File: config.mk
export PLATFORM = sky130hd
export DESIGN_NAME = fetch_unit
export DESIGN_NICKNAME = d
export VERILOG_FILES = /design/src/rtl/fetch_unit.sv
export SDC_FILE = /design/constraint.sdc
export NUM_CORES = 1
export LEC_CHECK = 0
export ABC_CLOCK_PERIOD_IN_PS = 1300
export BUFFER_PORTS_ARGS = -buffer_cell sky130_fd_sc_hd__buf_2
export CAP_MARGIN = 20
export CORE_MARGIN = 1.5
export CORE_UTILIZATION = 39
export DETAILED_ROUTE_END_ITERATION = 10
export HOLD_SLACK_MARGIN = 0.05
export PLACE_DENSITY = 0.84
export SETUP_SLACK_MARGIN = 0.5
export SYNTH_ARGS = -nofsm -noshare
export SYNTH_HDL_FRONTEND = slang
export SYNTH_SLANG_ARGS = --single-unit
export TNS_END_PERCENT = 1
File: constraint.sdc
create_clock -name clk -period 1.3 [get_ports clk]
set_input_delay 0.13 -clock clk [delete_from_list [all_inputs] [get_ports clk]]
set_output_delay 0.13 -clock clk [all_outputs]
set_load 0.01 [all_outputs]
File: src/rtl/fetch_unit.sv
// fetch_unit: single-entry instruction fetch buffer with valid/ready handoff and redirect.
// Optional macro FETCH_HALT_ON_ZERO_EN: a fetched 16'h0000 enters HALTED instead of issuing.
module fetch_unit #(
  parameter int ADDR_WIDTH = 6
) (
  input  logic                  clk,
  input  logic                  rst_n,
  output logic [ADDR_WIDTH-1:0] pm_addr,
  input  logic [15:0]           pm_data,
  output logic [15:0]           instr,
  output logic                  instr_valid,
  input  logic                  instr_ready,
  input  logic                  redirect,
  input  logic [ADDR_WIDTH-1:0] redirect_addr,
  output logic [ADDR_WIDTH-1:0] pc,
  output logic                  halted
);

  typedef enum logic [1:0] {EMPTY, FULL, HALTED} state_e;

  state_e                state_q;
  logic [ADDR_WIDTH-1:0] pc_q;
  logic [15:0]           instr_q;
  logic                  valid_q;
  logic                  fetch;
  logic                  zero_halt;

  // A slot is free to refill when empty, or when the held word is consumed this cycle.
  assign fetch = (state_q == EMPTY) || ((state_q == FULL) && instr_ready);

`ifdef FETCH_HALT_ON_ZERO_EN
  assign zero_halt = (pm_data == '0);
  assign halted    = (state_q == HALTED);
`else
  assign zero_halt = 1'b0;
  assign halted    = 1'b0;
`endif

  always_ff @(posedge clk or negedge rst_n) begin
    if (!rst_n) begin
      state_q <= EMPTY;
      pc_q    <= '0;
      instr_q <= '0;
      valid_q <= 1'b0;
    end else if (redirect) begin
      pc_q    <= redirect_addr;
      valid_q <= 1'b0;
      state_q <= EMPTY;
    end else if (fetch) begin
      if (zero_halt) begin
        valid_q <= 1'b0;
        state_q <= HALTED;
      end else begin
        instr_q <= pm_data;
        pc_q    <= pc_q + ADDR_WIDTH'(1);
        valid_q <= 1'b1;
        state_q <= FULL;
      end
    end
  end

  assign pm_addr     = pc_q;
  assign pc          = pc_q;
  assign instr       = instr_q;
  assign instr_valid = valid_q;

endmodule

Yosys cells after proc, flatten, opt, wreduce, memory -nomap -nowiden

Index checks and enable logic that the tools add are counted.

Register bits after elaboration: 25
Latch bits: 0
Memory bits (writable): 0
Memory bits (read-only): 0
Input bits: 26
Output and inout bits: 30
Word-level logic and storage cells: 18
Memories: 0

$add $sub $neg: 1
Multiply operators: 0
Div/mod/pow operators: 0
Magnitude comparators: 0
Eq/ne operators: 1
Shift-type cells: 0
Mux-type cells: 6
Bitwise gates (word level): 1
Reduce and logical (&&, ||, !) cells: 5

Operators by type and width:

| operator                                            | count |
|---|---|
| 2-to-1 mux 6 bit                                    | 2 |
| adder 6 x 1 -> 6 bit, second input constant         | 1 |
| 2-to-1 mux 2 bit                                    | 2 |
| equality test 2 x 1 -> 1 bit, second input constant | 1 |
| logical NOT 2 bit                                   | 1 |
| 2-to-1 mux 1 bit                                    | 2 |
| AND reduction 2 bit                                 | 1 |
| nonzero test 2 bit                                  | 1 |
| logical AND 1 bit                                   | 1 |
| logical OR 1 bit                                    | 1 |
| inverter 1 bit                                      | 1 |

Logic depth before layout (Yosys ltp)

Gate-level depths: netlist of the first run.

Depth in word-level cells: 5
Mapped depth: 5
Gate-level depth less buffers: 4

Worst setup path after synthesis of the first run

No wires, ideal clock.

Path type: register to register
Start: reg instr_valid (netlist name)
End: reg instr_q[0] (netlist: instr[0])
Library setup time: 0.125 ns
Data arrival time: 1.329 ns
Data required time: 1.175 ns
Path slack: -0.154 ns
Stages on the path, launching flop included: 6
Path buffers: 2
Period minus slack after synthesis: 1.454 ns
Path through: dfrtp_1 nor2b_4 buf_6 nor2_4 buf_4 mux2_2

RTL lines:

| item                 | RTL line | source |
|---|---|---|
| to (signal assigned) | 54       | `instr_q <= pm_data;` |
| to (decl)            | 23       | `logic [15:0] instr_q;` |

==> results of run 1 <==
==> worst paths after layout <==
kind                                         startpoint                     to  slack (ns)  depth (start not counted)
max in group asynchronous                         rst_n      pc[2]$_DFFE_PN0P_        0.77                          2
worst max-delay path            instr_valid$_DFFE_PN0P_   instr[2]$_DFFE_PN0P_        0.02                          4
worst min register to register    instr[13]$_DFFE_PN0P_  instr[13]$_DFFE_PN0P_        0.50                          1
min in group asynchronous                         rst_n  instr[12]$_DFFE_PN0P_        0.27                          2
worst max register to register  instr_valid$_DFFE_PN0P_   instr[2]$_DFFE_PN0P_        0.02                          4
worst min-delay path                         pm_data[4]   instr[4]$_DFFE_PN0P_        0.03                          2
==> report_power, final <==
group	internal, mW	total (mW)	switching, mW
Combinational	0.270	0.490	0.220
Clock	0.115	0.319	0.205
Sequential	0.807	0.866	0.0596
==> stage by stage <==
stage               instances  setup TNS (ns)
finish                    169               0
global route              169          -0.199
CTS                       166               0
detailed placement        159         -0.0151
global placement          159               0
floorplan                  81           -1.43
==> layer usage <==
| metal | wire, um | track usage, % | up-vias |
|---|---|---|---|
| met5 | 0 | 0 | - |
| met4 | 35 | 5.83 | 0 |
| met3 | 109 | 2.46 | 6 |
| met2 | 1080 | 22.1 | 31 |
| met1 | 829 | 18.2 | 385 |
| li1 | - | - | 393 |
==> registers in the layout, indices dropped and copies added, names as in the netlist <==
| name | flops |
|---|---|
| instr | 16 |
| pc | 6 |
| instr_valid | 1 |
==> cell usage after synthesis <==
| cell | number | area, um^2 |
|---|---|---|
| dfrtp_1 | 23 | 576 |
| mux2_2 | 12 | 135 |
| buf_4 | 8 | 60.1 |
| a31oi_1 | 4 | 25.0 |
| mux2_1 | 4 | 45.0 |
| nand2_1 | 4 | 15.0 |
| nor2_1 | 4 | 15.0 |
| o21ai_0 | 3 | 15.0 |
| o31ai_1 | 3 | 22.5 |
| or4_1 | 3 | 22.5 |
| inv_1 | 2 | 7.51 |
| nand3_1 | 2 | 10.0 |
| buf_6 | 1 | 11.3 |
| clkinv_1 | 1 | 3.75 |
| conb_1 | 1 | 3.75 |
| ha_1 | 1 | 12.5 |
| mux2i_1 | 1 | 10.0 |
| nand2b_1 | 1 | 6.26 |
| nor2_4 | 1 | 11.3 |
| nor2b_4 | 1 | 13.8 |
| xnor2_1 | 1 | 8.76 |
==> cells by family after synthesis <==
family          share of synthesized area, %
other cells                            0.364
simple gates                            9.11
buf+inv                                 8.02
fa+ha+maj                               1.21
flops                                   55.9
xor+xnor                               0.851
compound gates                          6.07
mux                                     18.5
==> repair_timing <==
| item | 4_1_cts | 5_1_grt |
|---|---|---|
| setup endpoints to repair | 51 | 51 |
| pin swaps | 4 | 4 |
| setup buffers | 0 | 2 |
| resized for setup | 2 | 16 |
| endpoints found under the hold margin | 32 | 14 |
| hold buffers | 3 | 1 |
==> cells in the final DEF (no fill, tap or decap), types with 2 or more instances in the layout <==
cell type      count
a31oi_1            4
buf_2             48
buf_6              9
clkbuf_4           4
dfrtp_1           21
dfrtp_2            2
dlygate4sd3_1      4
mux2_1             3
mux2_2            12
nand2_1            3
nor2_1             4
o21ai_0            3
o31ai_1            3
or4_1              3
==> final cells by class <==
| type | instances | area, um^2 | share of cell area, % |
|---|---|---|---|
| sequential | 23 | 578 | 39.8 |
| timing repair buffer | 63 | 409 | 28.1 |
| clock buffer | 3 | 22.5 | 1.55 |
| multi-input combinational | 46 | 390 | 26.9 |
| inverter | 3 | 11.3 | 0.775 |
| clock inverter | 1 | 5.00 | 0.344 |
| tap | 30 | 37.5 | 2.58 |
==> Flow_metrics.wiki, run 1 <==
{| class="wikitable"
! Metric !! Value
|-
| Initial antenna violation count || 0
|-
| CTS HTree Levels || 1
|-
| Sink Count || 23
|-
| Hold slack final || 0.0339 ns
|-
| Total detailed-routing wirelength || 2050 um
|-
| Post-Route Utilization || roughly 59%
|-
| Crit path max-delay family || flip-flops
|-
| Clock latency at the later pin of the worst-skew pair || approximately 0.3 ns
|-
| Count of distinct cell types in the synthesized netlist || 21
|-
| Leftover overflow at the end of global routing || 0
|-
| Wire length of the first global-routing pass || about 3000 um
|-
| Root cell of the clock tree || clkbuf_4
|-
| Clock Tree Buf Depth || 2
|-
| Peak supply drop || 0.000892 V
|-
| Post-synthesis instance total || 81
|-
| Mean number of vias per cell || 4.82
|-
| Number of port buffers || 54
|-
| Clock skew || between 0.006 and 0.007 ns
|-
| Share of cells above drive strength 1 || 60.4%
|-
| Antenna-violating nets left || 0
|-
| Leakage power figure || 0.707 nW
|-
| Die X || approximately 54 um
|-
| DIE AREA || 0.00296 mm^2
|-
| Die height || 54.4 um
|-
| CP startpoint kind || flip-flop
|-
| Max-capacitance violation count || 0
|-
| RSZ-0062 raised after global routing || yes
|-
| Worst slack, placed || -0.0151 ns
|-
| Status || completed
|-
| Seq/Total Area, Yosys || 55.9%
|-
| Power density over cell area || between 1000 and 1500 mW/mm^2
|-
| Post-DP HPWL || 1600 um
|-
| Yosys reg bits || 23
|-
| Required arrival time at the worst endpoint || 1.49 ns
|-
| Buffers plus inverters on the worst setup path || 1
|-
| CP max stage delay || around 0.42 ns
|-
| Worst-path fanout max || 16
|-
| Area post-placement || between 0.001 and 0.0015 mm^2
|-
| Total Power Consumption || approximately 1.7 mW
|-
| Number of search-and-repair iterations in the first detailed-routing pass || 3
|-
| Routed wirelength normalized by instance count || around 12 um
|-
| CP max-delay cell || dfrtp_1
|-
| Routability congestion estimate || 0.802
|-
| Global routing usage summed across all routing layers || between 10% and 20%
|-
| Mean cell area of the mapped netlist || about 13 um^2
|-
| Worst setup path category || reg2reg
|-
| Core area || 0.00248 mm^2
|-
| Cell chain of the critical path || nor2b_4 > nor2_4 > buf_12 > mux2_2
|-
| Ports placed on the boundary || 56
|-
| Layout-stage area growth over the synthesis result || 41.2%
|-
| Syn_nets || 108
|-
| Area of all placed cells without fillers || around 0.0015 mm^2
|-
| Setup violators final || 0
|-
| Clock tree from TritonCTS || built
|-
| Type of the worst min-delay path || in2reg
|-
| Part of the cycle the worst path needs || a little over nine tenths
|-
| Count of pins over their slew limit || 0
|-
| Number of global-route vias before repair || 720
|-
| Yosys Warn Count || 0
|-
| Diode count || 0
|-
| Shortest period the worst path allows || between 1 and 1.5 ns
|-
| Number of clock buffers inserted by TritonCTS || 3
|-
| CP endpoint kind || flip-flop
|-
| Worst endpoint data arrival time || 1.48 ns
|-
| Fmax || 779 MHz
|-
| Nets || 167
|-
| Clock input transition at the sequential cells of the worst setup and hold paths || between 0.1 and 0.15 ns
|-
| Min setup slack post-route || around 0.016 ns
|-
| Post-synth design cell area || 0.00103 mm^2
|-
| Post-route DRC violation count || 0
|-
| Number of cell rows || 18
|-
| Total number of vias || 815
|-
| Final count of hold timing violations || 0
|-
| Initial Util || 41.6%
|-
| DR iter-0 viols || 4
|-
| Maximum number of pins on one net before global-route repair || 24
|-
| Filler Cells Inserted || 222
|}
Power figures use the tool's default switching activity.
==> run 2, diff against run 1 <==
--- a/config.mk
+++ b/config.mk
@@ -9,10 +9,10 @@
 export BUFFER_PORTS_ARGS = -buffer_cell sky130_fd_sc_hd__buf_2
 export CAP_MARGIN = 20
 export CORE_MARGIN = 1.5
-export CORE_UTILIZATION = 39
+export CORE_UTILIZATION = 25
 export DETAILED_ROUTE_END_ITERATION = 10
 export HOLD_SLACK_MARGIN = 0.05
-export PLACE_DENSITY = 0.84
+export PLACE_DENSITY = 0.62
 export SETUP_SLACK_MARGIN = 0.5
 export SYNTH_ARGS = -nofsm -noshare
 export SYNTH_HDL_FRONTEND = slang
==> run 2 against run 1 <==
- sequential share of layout area is 1.3 points lower
- first-iteration DRC count grew to 9.5 times the previous value
- non-clock buffer count is 2 higher
- routed wire length is 13% higher
- flip-flop and latch count stayed put
- total power is 7.4% higher
- fmax is 0.47% lower
- worst hold slack better by 0.046 ns
- cell count is 13% higher
- clock power is 32% higher
- critical endpoint is now pc[4]$_DFFE_PN0P_
- largest cell class unchanged
==> Flow_metrics.wiki, run 2 (same netlist as run 1, synthesis figures left out) <==
{| class="wikitable"
! Metric !! Value
|-
| Status || completed
|-
| Beginning of the worst register-to-register path || pc[2]$_DFFE_PN0P_
|-
| CP endpoint kind || flip-flop
|-
| Final count of hold timing violations || 0
|-
| Number of clock buffers inserted by TritonCTS || 3
|-
| Net switching power figure || slightly below 0.5 mW
|-
| Sequential cell area || roughly 580 um^2
|-
| Required arrival time at the worst endpoint || 1.48 ns
|-
| CP startpoint kind || flip-flop
|-
| Clock power frac || 23.4%
|-
| Clock tree from TritonCTS || built
|-
| Ports placed on the boundary || 56
|-
| Number of cell rows || 23
|-
| Mean number of vias per cell || 4.37
|-
| RSZ-0062 raised after global routing || yes
|-
| Endpoint of the worst hold path || pc[0]$_DFFE_PN0P_
|-
| Number of global-route vias before repair || 784
|-
| Leakage power figure || ~0.72 nW
|-
| Int Power || 1.31 mW
|-
| Layout-stage area growth over the synthesis result || 45.8%
|-
| Diode count || 0
|-
| Die X || around 67 um
|-
| Number of port buffers || 54
|-
| Fmax || roughly 780 MHz
|-
| Die height || 67.2 um
|-
| Count of pins over their slew limit || 0
|-
| Type of the worst min-delay path || in2reg
|-
| CTS HTree Levels || 1
|-
| Post-route DRC violation count || 0
|-
| Shortest period the worst path allows || between 1 and 1.5 ns
|-
| Peak supply drop || 0.000382 V
|-
| Most used cells in the layout excluding fill and tap cells || buf_2 (47), dfrtp_1 (22), mux2_2 (12), buf_6 (9), buf_4 (6)
|-
| Leftover overflow at the end of global routing || 0
|-
| Power density over cell area || 1200 mW/mm^2
|-
| Setup slack of the most critical reg-to-reg path || 0.01 ns
|-
| Switching power as a share of total power || a little over a quarter
|-
| Most common cell after layout, fill and taps aside || buf_2
|-
| Setup violators final || 0
|-
| Sequential share of power || 48.0%
|-
| Total number of vias || 834
|-
| Worst-path fanout max || 3
|-
| Clock latency at the later pin of the worst-skew pair || 0.25 ns
|-
| Clock skew || 0.00162 ns
|-
| Worst Reg-to-Reg Cells || 4
|-
| Min-delay src || redirect_addr[0]
|-
| Root cell of the clock tree || clkbuf_8
|-
| Initial Util || between 20% and 30%
|-
| Largest register FFs || 16
|-
| Worst endpoint data arrival time || 1.47 ns
|-
| Worst slack, placed || -0.0397 ns
|-
| Share of power burned in combinational logic || about 29%
|-
| DIE AREA || 0.00451 mm^2
|-
| Maximum number of pins on one net before global-route repair || 24
|-
| Antenna-violating nets left || 0
|-
| Initial antenna violation count || 0
|-
| Startpoint of the most critical setup path || pc[2]$_DFFE_PN0P_
|-
| Endpoint of the worst-slack reg-to-reg timing path || pc[4]$_DFFE_PN0P_
|-
| Routed wirelength normalized by instance count || 12.1 um
|-
| Global routing usage summed across all routing layers || a little under 10%
|-
| Clock input transition at the sequential cells of the worst setup and hold paths || 0.08 ns
|-
| Part of the cycle the worst path needs || ~100%
|-
| DR iter-0 viols || 38
|-
| Share of cells above drive strength 1 || 61.7%
|-
| Core area || 0.00397 mm^2
|-
| Sink Count || 23
|-
| Min setup slack post-route || 0.00991 ns
|-
| Number of search-and-repair iterations in the first detailed-routing pass || 4
|-
| Total detailed-routing wirelength || around 2300 um
|-
| Clock Tree Buf Depth || 2
|-
| Area occupied by multi-input gates || 387 um^2
|-
| Hold slack final || 0.0803 ns
|-
| Filler Cells Inserted || 403
|-
| Routability congestion estimate || 0.733
|-
| Worst Hold Path Cells || 3
|-
| Wire length of the first global-routing pass || 3330 um
|-
| Worst setup path category || reg2reg
|-
| Post-DP HPWL || roughly 1800 um
|-
| Nets || 169
|-
| Max-capacitance violation count || 0
|}
run 2: cell types whose count changed in the layout (fill, tap and decap cells not counted), moves of 2 or more:
cell           change
dlygate4sd3_1      -3
buf_4              +6
clkbuf_4           -3
clkbuf_8           +3
nand2_2            +2
run 2: per-stage QoR:
step,instance area [um^2],total power [mW],utilization (%),setup TNS (ns),cells
after floorplan,1030,1.12,-,-1.43,81
after global placement,1330,1.28,33.6,0,180
after detailed placement,1330,1.31,33.6,-0.0689,180
after CTS,1430,1.77,36.0,0,188
after global routing,1500,1.91,37.8,-0.358,191
final,1500,1.80,37.8,0,191
run 2: timing repair:
item | 4_1_cts | 5_1_grt
hold buffers | 1 | 0
endpoints found under the hold margin | 23 | 0
cloned | 0 | 0
pin swaps | 6 | 2
buffers inserted | 3 | 3
endpoints found under the setup margin | 51 | 74
gates resized for setup | 7 | 9
run 2: worst max-delay path: stages (launching register included):
cell	delay (ns)
dfrtp_1	0.39
buf_6	0.12
nand2_2	0.04
or4_1	0.52
a31oi_1	0.14
run 2: area by class of cell:
cell class / count / area share (%)
Inverter: 3 / 0.750
Timing Repair Buffer: 65 / 27.9
Tap cell: 50 / 4.17
Sequential cell: 23 / 38.4
Multi-Input combinational cell: 46 / 25.8
Clock buffer: 4 / 3.00
run 2: how the worst max path moves through the flow:
stage | endpoint | cells after the start
finish | pc[4]$_DFFE_PN0P_ | 4
CTS | instr[4]$_DFFE_PN0P_ | 4
global route | pc[5]$_DFFE_PN0P_ | 3
floorplan | instr[0]$_DFFE_PN0P_ | 5
global placement | pc[4]$_DFFE_PN0P_ | 4
detailed placement | pc[4]$_DFFE_PN0P_ | 4
run 2: metal layers:
metal / wire (um) / GRT usage [%] / vias up
li1: - / - / 397
met1: 917 / 10.9 / 409
met2: 1250 / 17.8 / 26
met3: 132 / 2.33 / 2
met4: 16 / 2.55 / 0
met5: 0 / 0 / -
run 2: power by group through the flow:
stage	combinational, mW	clock, mW	sequential [mW]
2_1_floorplan	0.194	0	0.922
3_3_place_gp	0.415	0	0.868
3_5_place_dp	0.430	0	0.877
4_1_cts	0.466	0.437	0.863
5_1_grt	0.561	0.470	0.875
6_report	0.514	0.421	0.863
==> run 3, diff against run 2 <==
--- a/config.mk
+++ b/config.mk
@@ -9,10 +9,10 @@
 export BUFFER_PORTS_ARGS = -buffer_cell sky130_fd_sc_hd__buf_2
 export CAP_MARGIN = 20
 export CORE_MARGIN = 1.5
-export CORE_UTILIZATION = 25
+export CORE_UTILIZATION = 30
 export DETAILED_ROUTE_END_ITERATION = 10
 export HOLD_SLACK_MARGIN = 0.05
-export PLACE_DENSITY = 0.62
+export PLACE_DENSITY = 0.7
 export SETUP_SLACK_MARGIN = 0.5
 export SYNTH_ARGS = -nofsm -noshare
 export SYNTH_HDL_FRONTEND = slang
==> run 3 against run 2 <==
- setup slack gained 0.015 ns
- register-to-register slack is essentially flat
- fmax grew 1.1%
- die area fell by 16%
- highest routed layer unchanged
==> Flow_metrics.wiki, run 3 (same netlist as run 1, synthesis figures left out) <==
{| class="wikitable"
! Metric !! Value
|-
| Non-Filler Instances || around 190
|-
| Worst Reg-to-Reg Cells || 4
|-
| Leftover overflow at the end of global routing || 0
|-
| Setup slack of the most critical reg-to-reg path || 0.02 ns
|-
| Ports placed on the boundary || 56
|-
| CTS HTree Levels || 1
|-
| CP max-delay cell || dfrtp_1
|-
| Endpoint of the worst-slack reg-to-reg timing path || instr[11]$_DFFE_PN0P_
|-
| Core area || 0.00331 mm^2
|-
| Mean number of vias per cell || approximately 4.4
|-
| Post-route DRC violation count || 0
|-
| Status || completed
|-
| Antenna-violating nets left || 0
|-
| Clock input transition at the sequential cells of the worst setup and hold paths || 0.14 ns
|-
| RSZ-0062 raised after global routing || yes
|-
| Worst-path fanout max || 16
|-
| Area of all placed cells without fillers || approximately 0.0016 mm^2
|-
| Beginning of the worst register-to-register path || instr_valid$_DFFE_PN0P_
|-
| Total number of vias || 851
|-
| Crit path max-delay family || flip-flops
|-
| Die height || 61.6 um
|-
| Share of cells above drive strength 1 || 60.1%
|-
| Maximum number of pins on one net before global-route repair || 24
|-
| Type of the worst min-delay path || in2reg
|-
| Power density over cell area || 1090 mW/mm^2
|-
| Peak supply drop || ~0.00054 V
|-
| Min setup slack post-route || 0.0244 ns
|-
| Root cell of the clock tree || clkbuf_4
|-
| Area post-placement || 0.00134 mm^2
|-
| Measured slew at the worst slew-check pin || 0.514 ns
|-
| Required arrival time at the worst endpoint || 1.49 ns
|-
| Initial Util || 31.1%
|-
| CP startpoint kind || flip-flop
|-
| Fmax || 784 MHz
|-
| Most common cell after layout, fill and taps aside || buf_2
|-
| Part of the cycle the worst path needs || 98.1%
|-
| Worst Hold Path Cells || 2
|-
| Layout-stage area growth over the synthesis result || 56.7%
|-
| Shortest period the worst path allows || between 1 and 1.5 ns
|-
| Sink Count || 23
|-
| Final count of hold timing violations || 0
|-
| Initial antenna violation count || 0
|-
| Die X || 61.6 um
|-
| CP endpoint kind || flip-flop
|-
| Number of port buffers || 54
|-
| Global routing usage summed across all routing layers || 10.8%
|-
| Routed wirelength normalized by instance count || about 13 um
|-
| Setup violators final || 0
|-
| Wire length of the first global-routing pass || 3020 um
|-
| Number of global-route vias before repair || 678
|-
| Number of cell rows || 21
|-
| Number of search-and-repair iterations in the first detailed-routing pass || 4
|-
| CP max stage delay || 0.41 ns
|-
| Largest register FFs || 16
|-
| Worst setup path category || reg2reg
|-
| DIE AREA || 0.00379 mm^2
|-
| Buffers plus inverters on the worst setup path || 1
|-
| Routability congestion estimate || approximately 0.7
|-
| Worst slack, placed || -0.0160 ns
|-
| Min-delay src || pm_data[5]
|-
| DR iter-0 viols || 24
|-
| Clock Tree Buf Depth || 2
|-
| Total detailed-routing wirelength || ~2500 um
|-
| Leakage power figure || 0.804 nW
|-
| Clock latency at the later pin of the worst-skew pair || 0.31 ns
|-
| Count of pins over their slew limit || 0
|-
| Number of clock buffers inserted by TritonCTS || 3
|-
| Endpoint of the worst hold path || instr[5]$_DFFE_PN0P_
|-
| Clock skew || 0.0195 ns
|-
| Number of placed instances, taps included || 177
|-
| Max-capacitance violation count || 0
|-
| Post-DP HPWL || 1730 um
|-
| Clock tree from TritonCTS || built
|-
| Most used cells in the layout excluding fill and tap cells || buf_2 (47), dfrtp_1 (22), mux2_4 (16), dlygate4sd3_1 (11), buf_6 (9)
|-
| Relative max-transition margin || 65.7%
|-
| Nets || approximately 180
|-
| Worst endpoint data arrival time || 1.46 ns
|-
| Diode count || 0
|-
| Cell chain of the critical path || nor2b_4 > nor2_4 > buf_12 > mux2_4
|}
-- run 3: changes by cell type in the layout (fill, tap and decap cells not counted), moves of 3 or more --
cell,previous run,this run
clkbuf_8,3,0
dlygate4sd3_1,1,11
mux2_2,12,0
mux2_1,4,0
mux2_4,0,16
-- run 3: per-layer routing --
layer | share of wire, % | vias up | global-route usage [%] | wire length (um)
met5 | 0 | - | 0 | 0
met4 | 0.37 | 0 | 2.74 | 9
met3 | 3.8 | 2 | 3.36 | 94
met2 | 55 | 26 | 17.7 | 1350
met1 | 41 | 414 | 14.0 | 1010
li1 | - | 409 | - | -
-- run 3: repair_timing --
action | 4_1_cts | 5_1_grt
endpoints found under the setup margin | 51 | 51
hold buffers | 3 | 8
gates resized for setup | 3 | 29
pin swaps | 4 | 1
setup buffers | 2 | 0
endpoints found under the hold margin | 36 | 17
-- run 3: worst max path at each step --
stage,start,end,slack [ns],cells past startpoint
6_report,instr_valid$_DFFE_PN0P_,instr[11]$_DFFE_PN0P_,0.02,4
3_3_place_gp,pc[0]$_DFFE_PN0P_,pc[4]$_DFFE_PN0P_,0.01,4
3_5_place_dp,pc[0]$_DFFE_PN0P_,pc[4]$_DFFE_PN0P_,-0.02,4
2_1_floorplan,instr_valid$_DFFE_PN0P_,instr[0]$_DFFE_PN0P_,-0.12,5
5_1_grt,pc[2]$_DFFE_PN0P_,pc[4]$_DFFE_PN0P_,-0.02,3
4_1_cts,instr_valid$_DFFE_PN0P_,instr[11]$_DFFE_PN0P_,0.04,4
-- run 3: area by class of cell --
| type | count | area [um^2] |
|---|---|---|
| Fill cell | 329 | 1700 |
| Sequential cell | 23 | 577 |
| Clock inverter | 1 | 5.00 |
| Clock buffer | 3 | 22.5 |
| Inverter | 3 | 11.3 |
| Multi-Input combinational cell | 46 | 444 |
| Tap cell | 46 | 57.6 |
| Timing Repair Buffer | 72 | 497 |
-- run 3: worst register-to-register path: cells and delay by family (launching register included) --
kind | cells | cell delay [ns]
buffers and inverters | 1 | 0.18
DFF | 1 | 0.41
muxes | 1 | 0.32
and+or+nand+nor | 2 | 0.26
-- run 3: stage by stage --
stage	total power [mW]	hold WS (ns)	TNS [ns]	util, %
floorplan	1.12	-0.166	-1.43	-
global placement	1.29	0.114	0	40.4
detailed placement	1.31	0.133	-0.0160	40.4
CTS	1.66	0.0147	0	42.7
global route	1.87	0.0321	-0.0398	48.8
finish	1.76	0.0422	0	48.8
-- run 3: where the power goes --
| part | internal, mW | switching (mW) |
|---|---|---|
| Sequential | 0.806 | 0.0670 |
| Combinational | 0.326 | 0.233 |
| Clock | 0.115 | 0.210 |
